<file path="src/rtl/branch_predict_ctrl.sv">
`default_nettype none
// ============================================================================
// Module   : branch_predict_ctrl
// Brief    : 2-bit saturating-counter branch predictor with EX-stage
//            mispredict detection, flush/recovery PC and statistics.
// Revision : 1.0
// ============================================================================
module branch_predict_ctrl #(
    parameter int INDEX_BITS = 2,
    parameter int CNT_W      = 16
) (
    input  logic             clk_i,
    input  logic             rst_i,
    input  logic             stall_i,
    input  logic             ID_Branch_i,
    input  logic [31:0]      ID_PC_i,
    input  logic [31:0]      ID_immExtended_i,
    input  logic             EX_Taken_i,
    output logic             Predict_o,
    output logic             Flush_o,
    output logic [31:0]      PC_Correct_o,
    output logic [CNT_W-1:0] Branch_Cnt_o,
    output logic [CNT_W-1:0] Mispredict_Cnt_o
);

    localparam int               c_ENTRIES = 1 << INDEX_BITS;
    localparam logic [CNT_W-1:0] c_CNT_ONE = CNT_W'(1);

    typedef enum logic [1:0] {
        SNT = 2'b00,
        WNT = 2'b01,
        WT  = 2'b10,
        ST  = 2'b11
    } counter_state_t;

    counter_state_t        r_table [c_ENTRIES];
    logic                  r_ex_valid;
    logic                  r_ex_pred;
    logic [INDEX_BITS-1:0] r_ex_index;
    logic [31:0]           r_ex_target;
    logic [31:0]           r_ex_fall;
    logic [CNT_W-1:0]      r_branch_cnt;
    logic [CNT_W-1:0]      r_mispredict_cnt;

    logic [INDEX_BITS-1:0] w_id_index;
    counter_state_t        w_cur_state;
    counter_state_t        w_next_state;

    assign w_id_index = ID_PC_i[INDEX_BITS+1:2];
    assign w_cur_state = r_table[r_ex_index];

    // Saturating counter step for the entry owned by the branch in EX
    always_comb begin
        w_next_state = w_cur_state;
        case (w_cur_state)
            SNT:     w_next_state = EX_Taken_i ? WNT : SNT;
            WNT:     w_next_state = EX_Taken_i ? WT  : SNT;
            WT:      w_next_state = EX_Taken_i ? ST  : WNT;
            ST:      w_next_state = EX_Taken_i ? ST  : WT;
            default: w_next_state = ST;
        endcase
    end

    assign Predict_o        = ID_Branch_i & r_table[w_id_index][1];
    assign Flush_o          = r_ex_valid & (EX_Taken_i != r_ex_pred);
    assign PC_Correct_o     = !r_ex_valid ? 32'd0 : (EX_Taken_i ? r_ex_target : r_ex_fall);
    assign Branch_Cnt_o     = r_branch_cnt;
    assign Mispredict_Cnt_o = r_mispredict_cnt;

    always_ff @(posedge clk_i) begin
        if (rst_i) begin
            for (int i = 0; i < c_ENTRIES; i++) begin
                r_table[i] <= ST;
            end
            r_ex_valid       <= 1'b0;
            r_ex_pred        <= 1'b0;
            r_ex_index       <= '0;
            r_ex_target      <= 32'd0;
            r_ex_fall        <= 32'd0;
            r_branch_cnt     <= '0;
            r_mispredict_cnt <= '0;
        end else begin
            // EX retirement proceeds regardless of the ID stall
            if (r_ex_valid) begin
                r_table[r_ex_index] <= w_next_state;
                if (r_branch_cnt != '1) begin
                    r_branch_cnt <= r_branch_cnt + c_CNT_ONE;
                end
                if (Flush_o && (r_mispredict_cnt != '1)) begin
                    r_mispredict_cnt <= r_mispredict_cnt + c_CNT_ONE;
                end
            end

            if (Flush_o || stall_i) begin
                r_ex_valid <= 1'b0;
            end else begin
                r_ex_valid  <= ID_Branch_i;
                r_ex_pred   <= Predict_o;
                r_ex_index  <= w_id_index;
                r_ex_fall   <= ID_PC_i + 32'd4;
                r_ex_target <= ID_PC_i + (ID_immExtended_i << 1);
            end
        end
    end

endmodule
`default_nettype wire

</file>
<file path="config.mk">
export PLATFORM = sky130hd
export DESIGN_NAME = branch_predict_ctrl
export DESIGN_NICKNAME = d
export VERILOG_FILES = /design/src/rtl/branch_predict_ctrl.sv
export SDC_FILE = /design/constraint.sdc
export NUM_CORES = 1
export LEC_CHECK = 0
export CELL_PAD_IN_SITES_DETAIL_PLACEMENT = 0
export CELL_PAD_IN_SITES_GLOBAL_PLACEMENT = 1
export CORE_ASPECT_RATIO = 1.1
export CORE_MARGIN = 2
export CORE_UTILIZATION = 51
export DETAILED_ROUTE_END_ITERATION = 10
export DONT_BUFFER_PORTS = 1
export PLACE_DENSITY = 0.83
export SKIP_CTS_REPAIR_TIMING = 1
export SYNTH_ARGS = -nofsm -noshare
export SYNTH_HDL_FRONTEND = slang
export SYNTH_SLANG_ARGS = --single-unit
export TNS_END_PERCENT = 5
</file>
<file path="constraint.sdc">
create_clock -name clk_i -period 5.68 [get_ports clk_i]
set_input_delay 0.284 -clock clk_i [delete_from_list [all_inputs] [get_ports clk_i]]
set_output_delay 0.284 -clock clk_i [all_outputs]
set_load 0.01 [all_outputs]
</file>
==> impl_metrics.py, run 1 <==
metrics = {
    "logic_synthesis": {
        "syn_avg_cell_area_sq_um": 8.24,
        "syn_area_sq_um": 7110,
        "ys_ff_latch": 109,
        "synth.net_count": 966,
        "synthDominantCellAreaShare_pct": 28.4,
        "synth-edff-count": 8,
        "synthArstFlopShare_pct": 0,
        "synthTopCellsByArea": "dfxtp_1 28%, ha_1 5.8%, mux2i_1 5.1%",
        "synth_cells": 863,
        "yosysSeqAreaShare_pct": 31.8,
        "synth-main-ff-cell": "dfxtp_1",
        "ys_warn_count": 0,
        "synth.distinct_cells": 73,
        "synth_area_leader_cell": "dfxtp_1",
    },
    "layout": {
        "multiInputGateArea_sq_um": 4590,
        "final_cell_mix": "101 x dfxtp_1, 83 x nand2_1, 77 x nor2_1, 53 x a21oi_1, 41 x nand3_1",
        "diodes": 0,
        "area_delta_synth_final_pct": 5.61,
        "postLayoutCoreUtil_pct": 54.7,
        "drive_gt1_share_pct": 4.31,
        "final_common_cell": "dfxtp_1",
        "design_area_sq_um": 7510,
        "regArea_sq_um": 2260,
        "nNetsFinal": 934,
        "nFillCells": 1334,
    },
    "timing": {
        "drv_slew": 0,
        "relSlewSlack_pct": 32.0,
        "hold_ws_ns": 0.0107,
        "hold_violations": 0,
        "fmax_mhz": 394,
        "worst_pin_slew_ns": 1.01,
        "skew_ns": 0.00281,
        "fin_crit_ns": 2.54,
        "rsz0062_at_grt": "false",
        "fin_crit_sh_pct": 44.7,
        "setup_violations": 0,
        "setup_tns_ns": 0,
    },
    "power_and_ir_drop": {
        "p_per_area_nw_per_um2": 245,
        "p_leak_nw": 2.71,
        "ir_worst_vdd_uv": 166,
        "power_mw": 1.84,
    },
    "cts": {
        "path_clk_slew_ns": 0.07,
        "htreeDepth": 3,
        "cts.sinks": 109,
        "clk_latency_ns": 0.35,
        "clock_path_buffers": 2,
        "ctsRootBufferMaster": "clkbuf_16",
        "tritoncts": "done",
        "cts_buffers": 9,
    },
    "global_routing": {
        "antenna_found_initial": 0,
        "grt_max_degree": 106,
        "grt_pass1_vias": 5930,
        "grt_pass1_wl_microns": 29800,
        "track_usage_pct": 25.2,
        "grt-ovfl-total": 0,
    },
    "placed_design": {
        "io_buffers": 0,
        "place_area_sq_um": 7180,
        "dp_hpwl_microns": 13700,
        "routabilityCongestion": 0.935,
    },
    "die": {
        "io-pin-count": 135,
        "fp.coreArea_sq_um": 13700,
        "die_w_microns": 117,
        "fp.dieArea_sq_um": 14900,
        "start_util_pct": 51.8,
        "row_count": 45,
        "die_h_microns": 128,
    },
    "routing": {
        "dr.first_iter.drc_count": 349,
        "first_pass_iters": 5,
        "ant_nets": 0,
        "post_drt_wl_per_cell_microns": 18.6,
        "remaining_drc_errors": 0,
        "via_count": 6245,
        "totalWireLength_microns": 19100,
        "vias_per_cell": 6.10,
    },
    "flow_run": {
        "cap_violations": 0,
    },
    "setup_path": {
        "end_kind": "register",
        "cp.required_ns": 5.92,
        "worstSetupStartpointType": "register",
        "cp_max_fo": 49,
        "crit_type": "reg -> reg",
        "worstPathArrival_ns": 2.78,
    },
    "min_path": {
        "hold_class": "in -> reg",
    },
    "run_status": {
        "status": "finished clean",
    },
}
==> registers in the layout, indices dropped and copies added (netlist names), named ones only <==
name and flops:
Mispredict_Cnt_o 16, r_ex_pred 1, r_ex_index 2, r_ex_target 32
r_ex_fall 31, r_table 8, Branch_Cnt_o 16, r_ex_valid 1
==> path summary, 6_finish.rpt <==
kind,slack (ns),from,cells after the start,endpoint
worst max-delay path,3.14,r_ex_pred,6,r_ex_target[14]
worst min register to register,0.45,r_ex_fall[3],2,r_ex_fall[3]
worst max register to register,3.14,r_ex_pred,6,r_ex_target[14]
worst min-delay path,0.01,rst_i,1,Branch_Cnt_o[13]
==> synth_stat cells (6+ instances only) <==
library cell and instances:
dfxtp_1 101, nand2_1 83, nor2_1 78, a21oi_1 53
nand3_1 41, nor2b_1 38, mux2i_1 36, xor2_1 36
ha_1 33, o21ai_0 33, clkbuf_1 32, a211oi_1 28
nand4_1 25, xnor2_1 24, inv_1 18, nor3_1 15
and3_1 13, or3_1 13, and2_1 11, a21o_1 10
buf_2 10, and4_1 9, edfxtp_1 8, nand3b_1 7
a21boi_0 6, buf_1 6, nor3b_1 6
==> per-layer routing <==
| metal | track usage [%] | routed length [microns] | vias up |
|---|---|---|---|
| met1 | 34.9 | 8890 | 2971 |
| met3 | 3.97 | 1140 | 16 |
| met2 | 40.6 | 8780 | 197 |
| met5 | 0 | 0 | - |
| met4 | 7.68 | 259 | 0 |
| li1 | - | - | 3061 |
==> worst max-delay path: stages, from the launching register on <==
cell and delay, ns:
dfxtp_1 0.32, xor2_1 0.15, and2_1 0.27, nor2_4 0.66, buf_4 0.58, nor3b_1 0.09
a311o_1 0.33
==> per-stage QoR <==
step                      instances  worst slack [ns]
after floorplan                 863              3.13
after global placement         1005              2.86
after global routing           1024              2.85
after CTS                      1021              3.10
final                          1024              3.14
after detailed placement       1005              2.82
==> logic make-up after synthesis <==
logic type / share of synthesized area [%]
AOI/OAI and AO/OA: 18.9
xor gates and xnor gates: 7.39
adders and majority gates: 6.37
buffers and inverters: 3.73
DFF: 31.8
muxes: 6.18
and+or+nand+nor: 25.6
==> cell type report <==
class                   count  share of cell area (%)
flip-flops and latches    109                    30.1
multi-input cells         687                    61.1
repair buffers              6                   0.700
clock inverters             4                   0.733
well taps                 188                    3.13
clock buffers              12                    3.28
inverters                  18                   0.900
==> where the power goes <==
part / internal (mW) / switching, mW / total [mW] / leakage, nW
registers: 0.817 / 0.0260 / 0.843 / 0.884
clock network: 0.358 / 0.299 / 0.657 / 0.144
logic: 0.141 / 0.199 / 0.340 / 1.68
total: 1.32 / 0.524 / 1.84 / 2.71
Note: power is estimated with default switching activity, not from simulation.
==> run 2, diff against run 1 <==
--- a/config.mk
+++ b/config.mk
@@ -9,10 +9,10 @@
 export CELL_PAD_IN_SITES_GLOBAL_PLACEMENT = 1
 export CORE_ASPECT_RATIO = 1.1
 export CORE_MARGIN = 2
-export CORE_UTILIZATION = 51
+export CORE_UTILIZATION = 48
 export DETAILED_ROUTE_END_ITERATION = 10
 export DONT_BUFFER_PORTS = 1
-export PLACE_DENSITY = 0.83
+export PLACE_DENSITY = 0.79
 export SKIP_CTS_REPAIR_TIMING = 1
 export SYNTH_ARGS = -nofsm -noshare
 export SYNTH_HDL_FRONTEND = slang
==> constraint.sdc (replaced) <==
create_clock -name clk_i -period 2.45 [get_ports clk_i]
set_input_delay 0.1225 -clock clk_i [delete_from_list [all_inputs] [get_ports clk_i]]
set_output_delay 0.1225 -clock clk_i [all_outputs]
set_load 0.01 [all_outputs]
==> run 2 against run 1 <==
  * The flow now finishes with violations (hold timing)
  * Core utilization rose by 0.20 points
  * Clock-buffer cell count fell by 1
  * First-iteration DRC count rose by 7.7%
  * Sequential power rose by 130%
  * Clock skew rose by 0.0028 ns
  * Critical path depth rose by 1
  * Final cell count rose by 4.7%
  * Non-clock buffer count rose by 44
  * Sequential share of layout area fell by 1.6 points
  * Global-route usage fell by 0.77 points
  * Clock power rose by 130%
  * Die area rose by 6.0%
  * Largest power group unchanged
  * Highest routed layer unchanged
==> impl_metrics.py, run 2 (synthesized netlist as in run 1, its figures left out) <==
metrics = {
    "run_status": {
        "status": "complete, but fails checks",
        "violations": "hold timing",
    },
    "power_and_ir_drop": {
        "ir_worst_vdd_uv": 339,
        "p_per_area_nw_per_um2": 551,
        "p_leak_nw": 2.93,
    },
    "timing": {
        "skew_ns": 0.00557,
        "setup_slack_ns": 0.274,
        "setup_violations": 0,
        "fin_crit_sh_pct": 88.8,
        "hold_ws_ns": -0.0227,
        "hold_violations": 6,
        "rsz0062_at_grt": "false",
        "fmax_mhz": 460,
        "fin_crit_ns": 2.18,
        "relSlewSlack_pct": 53.6,
        "drv_slew": 0,
        "setup_tns_ns": 0,
        "worst_pin_slew_ns": 0.694,
    },
    "global_routing": {
        "grt_util_met1_pct": 31.8,
        "grt-ovfl-total": 0,
        "grt_max_degree": 106,
        "track_usage_pct": 24.5,
        "grt-busiest-layer": "met2",
        "grt_use_met3_pct": 4.12,
        "met2_usage_pct": 41.1,
        "antenna_found_initial": 0,
        "grt_pass1_wl_microns": 31400,
        "grt_pass1_vias": 6149,
    },
    "routing": {
        "ant_nets": 0,
        "vias_per_cell": 6.00,
        "post_drt_wl_per_cell_microns": 18.5,
        "remaining_drc_errors": 0,
        "dr.first_iter.drc_count": 376,
        "totalWireLength_microns": 19800,
        "via_count": 6427,
        "first_pass_iters": 7,
    },
    "die": {
        "die_w_microns": 120,
        "die_h_microns": 132,
        "start_util_pct": 49.2,
        "io-pin-count": 135,
        "fp.dieArea_sq_um": 15800,
        "fp.coreArea_sq_um": 14400,
        "row_count": 46,
    },
    "layout": {
        "area_delta_synth_final_pct": 11.5,
        "largestRegisters": "r_ex_target (32), r_ex_fall (31)",
        "final_common_cell": "dfxtp_1",
        "nFillCells": 1352,
        "top_register": "r_ex_target",
        "largest_register_ffs": 32,
        "nNetsFinal": 978,
        "drive_gt1_share_pct": 7.61,
        "diodes": 0,
        "final_cell_mix": "101 x dfxtp_1, 83 x nand2_1, 77 x nor2_1, 53 x a21oi_1, 41 x nand3_1",
    },
    "setup_path": {
        "rr_endpoint": "Mispredict_Cnt_o[15]",
        "crit_family": "simple AND/OR/NAND/NOR gates",
        "worstSetupStartpointType": "register",
        "cp_max_fo": 8,
        "path_cells": "xor2_1 -> and2_1 -> o31a_2 -> and3_1 -> nand2_1 -> or3_1 -> a21oi_1",
        "regToRegStartpoint": "r_ex_pred",
        "cp_slowest_stage_delay_ns": 0.39,
        "rr_worst_depth": 7,
        "crit_type": "reg -> reg",
        "cp.required_ns": 2.74,
        "crit_cells": 7,
        "startpoint": "r_ex_pred",
        "end_kind": "register",
        "worst-path-buf-inv": 0,
        "cpMaxStageDelayCell": "or3_1",
        "crit_end": "Mispredict_Cnt_o[15]",
        "regToRegSetupSlack_ns": 0.27,
        "worstPathArrival_ns": 2.47,
    },
    "min_path": {
        "hold_class": "in -> reg",
    },
    "flow_run": {
        "cap_violations": 0,
    },
    "cts": {
        "ctsRootBufferMaster": "clkbuf_16",
        "path_clk_slew_ns": 0.08,
        "clock_path_buffers": 2,
        "cts_buffers": 9,
        "clk_latency_ns": 0.36,
        "cts.sinks": 109,
        "tritoncts": "done",
        "htreeDepth": 3,
    },
    "placed_design": {
        "io_buffers": 0,
        "pre_cts_ws_ns": 0.0808,
        "dp_hpwl_microns": 14200,
        "routabilityCongestion": 0.860,
    },
}
run 2: cell count changes in the layout (fill, tap and decap cells not counted), moves of 2 or more:
cell	before	now
buf_12	0	2
buf_4	3	30
inv_8	0	2
dlygate4sd3_1	3	17
run 2: worst min path at each step:
stage / cells after the start / from / end
after CTS: 1 / rst_i / r_ex_target[1]
after floorplan: 1 / ID_Branch_i / r_ex_valid
after global placement: 1 / rst_i / r_ex_target[0]
after detailed placement: 1 / rst_i / r_ex_target[1]
after global routing: 2 / ID_PC_i[15] / r_ex_fall[15]
final: 2 / ID_PC_i[15] / r_ex_fall[15]
run 2: stage by stage:
| stage | instance area [sq um] | utilization (%) | hold WS (ns) | power (mW) | instances |
|---|---|---|---|---|---|
| final | 7930 | 54.9 | -0.0227 | 4.37 | 1072 |
| after global routing | 7930 | 54.9 | 0.00210 | 4.58 | 1072 |
| after CTS | 7730 | 53.5 | -0.181 | 4.33 | 1054 |
| after detailed placement | 7430 | 51.4 | 0.204 | 2.83 | 1038 |
| after global placement | 7430 | 51.4 | 0.202 | 2.81 | 1038 |
| after floorplan | 7110 | - | 0.244 | 2.63 | 863 |
run 2: per-layer routing:
metal	routed length (microns)	part of all wire [%]
met5	0	0
met4	397	2.0
met3	1010	5.1
met2	9490	48
met1	8940	45
run 2: final cells by class:
| cell class | count | area, sq um | share of cell area (%) |
|---|---|---|---|
| Tap cell | 192 | 240 | 3.03 |
| Multi-Input combinational cell | 687 | 4590 | 57.9 |
| Sequential cell | 109 | 2260 | 28.5 |
| Clock buffer | 11 | 254 | 3.20 |
| Inverter | 18 | 67.6 | 0.853 |
| Timing Repair Buffer | 50 | 463 | 5.84 |
| Clock inverter | 5 | 47.5 | 0.600 |
run 2: power by group:
part           internal [mW]  switching, mW
Combinational          0.392          0.499
Sequential              1.89         0.0641
Clock                  0.776          0.741
